<file path="config.mk">
export PLATFORM = sky130hd
export DESIGN_NAME = led_pattern_ctrl
export DESIGN_NICKNAME = d
export VERILOG_FILES = /design/src/rtl/led_pkg.sv /design/src/rtl/led_pattern_chan.sv /design/src/rtl/led_pattern_ctrl.sv
export SDC_FILE = /design/constraint.sdc
export NUM_CORES = 1
export LEC_CHECK = 0
export BUFFER_PORTS_ARGS = -buffer_cell sky130_fd_sc_hd__buf_2
export CORE_MARGIN = 2
export CORE_UTILIZATION = 30
export DETAILED_ROUTE_END_ITERATION = 6
export GPL_ROUTABILITY_DRIVEN = 0
export PLACE_DENSITY = 0.42
export SLEW_MARGIN = 20
export SYNTH_ARGS = -nofsm -noshare
export SYNTH_HDL_FRONTEND = slang
export SYNTH_SLANG_ARGS = --single-unit
</file>
<file path="constraint.sdc">
create_clock -name clk -period 20.2 [get_ports clk]
set_input_delay 2.02 -clock clk [delete_from_list [all_inputs] [get_ports clk]]
set_output_delay 2.02 -clock clk [all_outputs]
set_load 0.02 [all_outputs]
</file>
<file path="src/rtl/led_pkg.sv">
`default_nettype none
// ============================================================================
// Module      : led_pkg
// Description : Shared encodings for the LED pattern generator. It holds the
//               channel mode codes, the heartbeat FSM states and the REST
//               phase length multiplier.
// Revision    : 1.0 - initial release
// ============================================================================
package led_pkg;

  // Channel mode codes, exactly as they appear on cfg_mode
  localparam logic [1:0] MODE_OFF       = 2'd0;
  localparam logic [1:0] MODE_ON        = 2'd1;
  localparam logic [1:0] MODE_BLINK     = 2'd2;
  localparam logic [1:0] MODE_HEARTBEAT = 2'd3;

  // Heartbeat sequence: ON1 -> OFF1 -> ON2 -> REST -> ON1
  typedef enum logic [1:0] {
    HB_ON1  = 2'd0,
    HB_OFF1 = 2'd1,
    HB_ON2  = 2'd2,
    HB_REST = 2'd3
  } hb_state_t;

  // REST lasts REST_MULT*(period+1) ticks, so its limit is REST_MULT*period+3
  localparam int REST_MULT = 4;

endpackage
`default_nettype wire

</file>
<file path="src/rtl/led_pattern_chan.sv">
`default_nettype none
// ============================================================================
// Module      : led_pattern_chan
// Description : One LED channel. It holds the mode and period registers, a
//               phase counter that advances on the shared tick, and the
//               heartbeat FSM. The output is the internal (active-high) level.
// Ports       : clk, rst        - clock, async active-high reset
//               tick            - shared prescaler tick
//               wr_en           - accepted config write for this channel
//               wr_mode         - new mode (led_pkg MODE_*)
//               wr_period       - new phase length in ticks minus 1
//               level           - internal LED level
// Revision    : 1.0 - initial release
// ============================================================================
module led_pattern_chan
  import led_pkg::*;
#(
  parameter int CNT_W = 16
) (
  input  logic             clk,
  input  logic             rst,
  input  logic             tick,
  input  logic             wr_en,
  input  logic [1:0]       wr_mode,
  input  logic [CNT_W-1:0] wr_period,
  output logic             level
);

  // The counter is two bits wider so the REST limit (4*period+3) never overflows
  localparam int LIM_W = CNT_W + 2;

  logic [1:0]       mode;
  logic [CNT_W-1:0] period;
  logic [LIM_W-1:0] cnt;
  logic [LIM_W-1:0] limit;
  logic             blink_lvl;
  logic             patterned;
  logic             phase_end;
  hb_state_t        hb_state;
  hb_state_t        hb_state_nxt;

  assign patterned = (mode == MODE_BLINK) || (mode == MODE_HEARTBEAT);

  assign limit = (hb_state == HB_REST)
               ? (LIM_W'(REST_MULT) * {2'b00, period}) + LIM_W'(3)
               : {2'b00, period};

  // A write on this channel has priority, so an event in the same cycle is dropped
  assign phase_end = tick && patterned && (cnt == limit) && !wr_en;

  always_ff @(posedge clk or posedge rst) begin
    if (rst) begin
      mode      <= MODE_OFF;
      period    <= '0;
      cnt       <= '0;
      blink_lvl <= 1'b0;
    end else if (wr_en) begin
      mode      <= wr_mode;
      period    <= wr_period;
      cnt       <= '0;
      blink_lvl <= 1'b1;
    end else if (tick && patterned) begin
      if (cnt == limit) begin
        cnt       <= '0;
        blink_lvl <= ~blink_lvl;
      end else begin
        cnt <= cnt + LIM_W'(1);
      end
    end
  end

  always_ff @(posedge clk or posedge rst) begin
    if (rst) begin
      hb_state <= HB_ON1;
    end else begin
      hb_state <= hb_state_nxt;
    end
  end

  always_comb begin
    hb_state_nxt = hb_state;
    if (wr_en) begin
      hb_state_nxt = HB_ON1;
    end else if (phase_end && (mode == MODE_HEARTBEAT)) begin
      case (hb_state)
        HB_ON1:  hb_state_nxt = HB_OFF1;
        HB_OFF1: hb_state_nxt = HB_ON2;
        HB_ON2:  hb_state_nxt = HB_REST;
        default: hb_state_nxt = HB_ON1;
      endcase
    end
  end

  always_comb begin
    level = 1'b0;
    case (mode)
      MODE_ON:        level = 1'b1;
      MODE_BLINK:     level = blink_lvl;
      MODE_HEARTBEAT: level = (hb_state == HB_ON1) || (hb_state == HB_ON2);
      default:        level = 1'b0;
    endcase
  end

endmodule
`default_nettype wire

</file>
<file path="src/rtl/led_pattern_ctrl.sv">
`default_nettype none
// ============================================================================
// Module      : led_pattern_ctrl
// Description : Multi-channel LED pattern generator. One prescaler produces a
//               tick that all channels share. A valid/ready port writes the
//               mode and period of each channel.
// Ports       : clk, rst        - clock, async active-high reset
//               cfg_valid/ready - config write handshake
//               cfg_sel         - target channel
//               cfg_mode        - 0=OFF 1=ON 2=BLINK 3=HEARTBEAT
//               cfg_period      - phase length in ticks minus 1
//               cfg_err         - one-cycle pulse when a write is rejected
//               led_out         - LED pins, bit i = channel i
// Options     : LED_PATTERN_ACTIVE_LOW_EN - invert led_out for active-low boards
// Revision    : 1.0 - initial release
// ============================================================================
module led_pattern_ctrl
  import led_pkg::*;
#(
  parameter int N_LED     = 8,
  parameter int CNT_W     = 16,
  parameter int PRESC_DIV = 1000,
  parameter int SEL_W     = (N_LED > 1) ? $clog2(N_LED) : 1
) (
  input  logic             clk,
  input  logic             rst,
  input  logic             cfg_valid,
  output logic             cfg_ready,
  input  logic [SEL_W-1:0] cfg_sel,
  input  logic [1:0]       cfg_mode,
  input  logic [CNT_W-1:0] cfg_period,
  output logic             cfg_err,
  output logic [N_LED-1:0] led_out
);

  localparam int PRESC_W = (PRESC_DIV > 1) ? $clog2(PRESC_DIV) : 1;

  logic [PRESC_W-1:0] presc;
  logic               tick;
  logic               accept;
  logic               sel_ok;
  logic [N_LED-1:0]   level;

  // Config writes never touch the prescaler, so all channels stay aligned to the global tick
  assign tick = (presc == PRESC_W'(PRESC_DIV - 1));

  always_ff @(posedge clk or posedge rst) begin
    if (rst) begin
      presc <= '0;
    end else if (tick) begin
      presc <= '0;
    end else begin
      presc <= presc + PRESC_W'(1);
    end
  end

  assign accept = cfg_valid && cfg_ready;
  // The compare is one bit wider, so it still holds when N_LED is a power of two
  assign sel_ok = ({1'b0, cfg_sel} < (SEL_W + 1)'(N_LED));

  always_ff @(posedge clk or posedge rst) begin
    if (rst) begin
      cfg_ready <= 1'b0;
      cfg_err   <= 1'b0;
    end else begin
      cfg_ready <= 1'b1;
      cfg_err   <= accept && !sel_ok;
    end
  end

  generate
    for (genvar i = 0; i < N_LED; i++) begin : g_chan
      led_pattern_chan #(
        .CNT_W (CNT_W)
      ) u_chan (
        .clk       (clk),
        .rst       (rst),
        .tick      (tick),
        .wr_en     (accept && sel_ok && (cfg_sel == SEL_W'(i))),
        .wr_mode   (cfg_mode),
        .wr_period (cfg_period),
        .level     (level[i])
      );
    end
  endgenerate

`ifdef LED_PATTERN_ACTIVE_LOW_EN
  assign led_out = ~level;
`else
  assign led_out = level;
`endif

endmodule
`default_nettype wire

</file>
==> flow_metrics.py <==
metrics = {
    "clock_network": {
        "clk_latency_ns": 0.57,
        "htreeDepth": 2,
        "hold_buffers": 0,
        "clk_pin_slew_ns": 0.06,
        "cts_buffer_depth": 3,
        "cts_sinks": 323,
        "cts_tree": "built",
        "postCtsSetupBuffers": 0,
        "numCtsBuffers": 42,
        "root_buffer": "clkbuf_16",
        "postCtsResizedCells": 0,
    },
    "pwr": {
        "leakage_nw": 8.92,
        "power.total_mw": 1.83,
        "power.density_mw_per_mm2": 88.0,
        "ir_drop_v": 0.0000618,
    },
    "setup_path": {
        "crit_required_ns": 20.77,
        "crit_arrival_ns": 4.98,
        "critical_path_class": "in2async",
        "start_kind": "input port",
        "reg2reg_depth": 7,
        "worstSetupEndpointType": "asynchronous set/reset pin",
        "path_max_fanout": 66,
    },
    "timing": {
        "setup_viol": 0,
        "period_share": 0.218,
        "rsz0062_at_grt": "false",
        "holdWs_ns": 0.452,
        "tightest_slew_ns": 1.04,
        "post-route-min-period_ns": 4.41,
        "finalSetupTns_ns": 0,
        "fmax_mhz": 227,
        "setup_ws_ns": 15.79,
        "fin_skew_ns": 0.0200,
        "relSlewSlack": 0.307,
        "hold_viol_final": 0,
        "report.final.slew_viol_count": 0,
    },
    "detailed_routing": {
        "wl_per_cell_um": 18.1,
        "vias": 14600,
        "antenna_left": 0,
        "drc_errors": 0,
        "drtIter0Drc": 892,
        "finalWirelength_um": 53600,
        "viasPerCell": 4.93,
        "drt-pass1-iter-count": 5,
    },
    "outcome": {
        "status": "complete, no violations",
    },
    "synth": {
        "synth.avg_cell_area_um2": 8.81,
        "synthCells": 2120,
        "yosysSeqAreaShare": 0.433,
        "synth_enable_flop_cells": 0,
        "yosys_register_bits": 323,
        "async_flop_share": 1.00,
        "synth_warnings": 0,
        "ys_types": 72,
        "synth_flop_cell": "dfrtp_1",
        "syn-cell-area_mm2": 0.0187,
        "syn_nets": 2185,
    },
    "die": {
        "rows": 91,
        "chipHeight_um": 254,
        "die_area_mm2": 0.0643,
        "core_mm2": 0.0616,
        "die_w_um": 254,
        "initial_core_util": 0.303,
        "ioPinCount": 34,
    },
    "final_layout": {
        "regArea_mm2": 0.00808,
        "fin_util": 0.338,
        "n_antenna_cell": 0,
        "multiInputGateArea_mm2": 0.00984,
        "area_growth_pct": 11.4,
        "fillers": 6389,
        "final_nets": 2157,
        "final_cell_mix": "509 x nand2_1, 323 x dfrtp_1, 176 x nor2_1, 148 x xnor2_1, 108 x mux2i_1",
        "drive_gt1_frac": 0.0693,
        "final_common_cell": "nand2_1",
    },
    "place": {
        "dp_hpwl_um": 35900,
        "io_buffers": 32,
        "place_ws_ns": 14.93,
    },
    "run": {
        "maxCapViolations": 0,
    },
    "grt": {
        "grt_util_all_layers": 0.171,
        "grt_max_degree": 71,
        "antenna_found_initial": 5,
        "gr-total-overflow": 0,
        "grt_pass1_wl_um": 85800,
        "grt_pass1_vias": 14300,
    },
    "worst_hold_path": {
        "min_path_cells": 1,
        "hold_path_class": "reg2reg",
    },
}
path summary, 6_finish.rpt:
| check | end | slack [ns] | startpoint |
|---|---|---|---|
| max in group clk | g_chan[1].u_chan.cnt[12]$_DFFE_PP0P_ | 16.21 | cfg_sel[2] |
| worst max register to register | g_chan[6].u_chan.cnt[7]$_DFFE_PP0P_ | 16.70 | g_chan[6].u_chan.hb_state[0]$_DFFE_PP0P_ |
| min in group asynchronous | g_chan[7].u_chan.cnt[9]$_DFFE_PP0P_ | 1.51 | rst |
| worst min-delay path | presc[0]$_DFF_PP0_ | 0.45 | presc[0]$_DFF_PP0_ |
| worst min register to register | presc[0]$_DFF_PP0_ | 0.45 | presc[0]$_DFF_PP0_ |
| worst max-delay path | g_chan[0].u_chan.period[11]$_DFFE_PP0P_ | 15.79 | rst |
synthesized netlist by cell type (all sizes together) (5+ instances only):
| cell | instances | share of area |
|---|---|---|
| o21ai | 65 | 0.018 |
| clkbuf | 74 | 0.015 |
| buf | 52 | 0.019 |
| nand4 | 58 | 0.020 |
| o211ai | 10 | 0.0040 |
| a21oi | 35 | 0.0094 |
| and2 | 6 | 0.0020 |
| nor2 | 179 | 0.036 |
| o31ai | 13 | 0.0055 |
| and3 | 37 | 0.012 |
| a211oi | 24 | 0.0099 |
| ha | 41 | 0.027 |
| nand3 | 92 | 0.025 |
| dfrtp | 323 | 0.43 |
| mux2i | 108 | 0.058 |
| or3 | 15 | 0.0050 |
| xor2 | 102 | 0.048 |
| nand2 | 509 | 0.10 |
| a31o | 6 | 0.0028 |
| nor4bb | 6 | 0.0032 |
| xnor2 | 148 | 0.069 |
| inv | 37 | 0.0074 |
| nor3 | 42 | 0.012 |
| or4 | 10 | 0.0040 |
| a31oi | 17 | 0.0057 |
| nor4 | 32 | 0.012 |
| and4 | 15 | 0.0070 |
| nor2b | 5 | 0.0017 |
state kept, by name (all words and copies together) (netlist names):
name,count
g_chan.u_chan.hb_state,16
g_chan.u_chan.cnt,144
g_chan.u_chan.blink_lvl,8
cfg_ready,1
g_chan.u_chan.period,128
presc,10
g_chan.u_chan.mode,16
through the flow:
stage | instance area (um^2) | cells
2_1_floorplan | 18700 | 2120
3_3_place_gp | 19400 | 2885
3_5_place_dp | 19400 | 2885
4_1_cts | 20800 | 2957
5_1_grt | 20800 | 2957
6_report | 20800 | 2957
routing by layer:
metal / wire [um] / global-route usage / share of wire
met4: 1070 / 0.0418 / 0.020
met5: 49 / 0 / 0.00091
met2: 24300 / 0.268 / 0.45
met1: 26300 / 0.245 / 0.49
met3: 1970 / 0.0277 / 0.037
worst max-delay path, cell delays in order:
cell and delay (ns):
buf_2 0.13, inv_8 0.36, buf_4 0.77, buf_4 0.76
buf_4 0.80
layout make-up:
| cell class | instances | area share |
|---|---|---|
| clock buffers | 60 | 0.0581 |
| clock inverters | 12 | 0.00799 |
| inverters | 37 | 0.00703 |
| multi-input cells | 1634 | 0.473 |
| flip-flops and latches | 323 | 0.388 |
| well taps | 837 | 0.0503 |
| repair buffers | 54 | 0.0156 |
kinds of logic (layout without fill, tap and decap cells):
| kind of cell | count (synthesis) | count (layout) | synth area share |
|---|---|---|---|
| buf+inv | 163 | 163 | 0.0421 |
| fa+ha+maj | 41 | 41 | 0.0275 |
| mux | 109 | 109 | 0.0585 |
| xor+xnor | 250 | 250 | 0.117 |
| other cells | 2 | 2 | 0.000402 |
| simple gates | 1022 | 1022 | 0.248 |
| compound gates | 210 | 210 | 0.0733 |
| flops | 323 | 323 | 0.433 |
where the power goes:
part	internal, mW	total, mW	switching [mW]
logic	0.114	0.271	0.157
clock network	0.465	0.761	0.296
registers	0.715	0.799	0.0840
(Power assumes the default switching activity.)
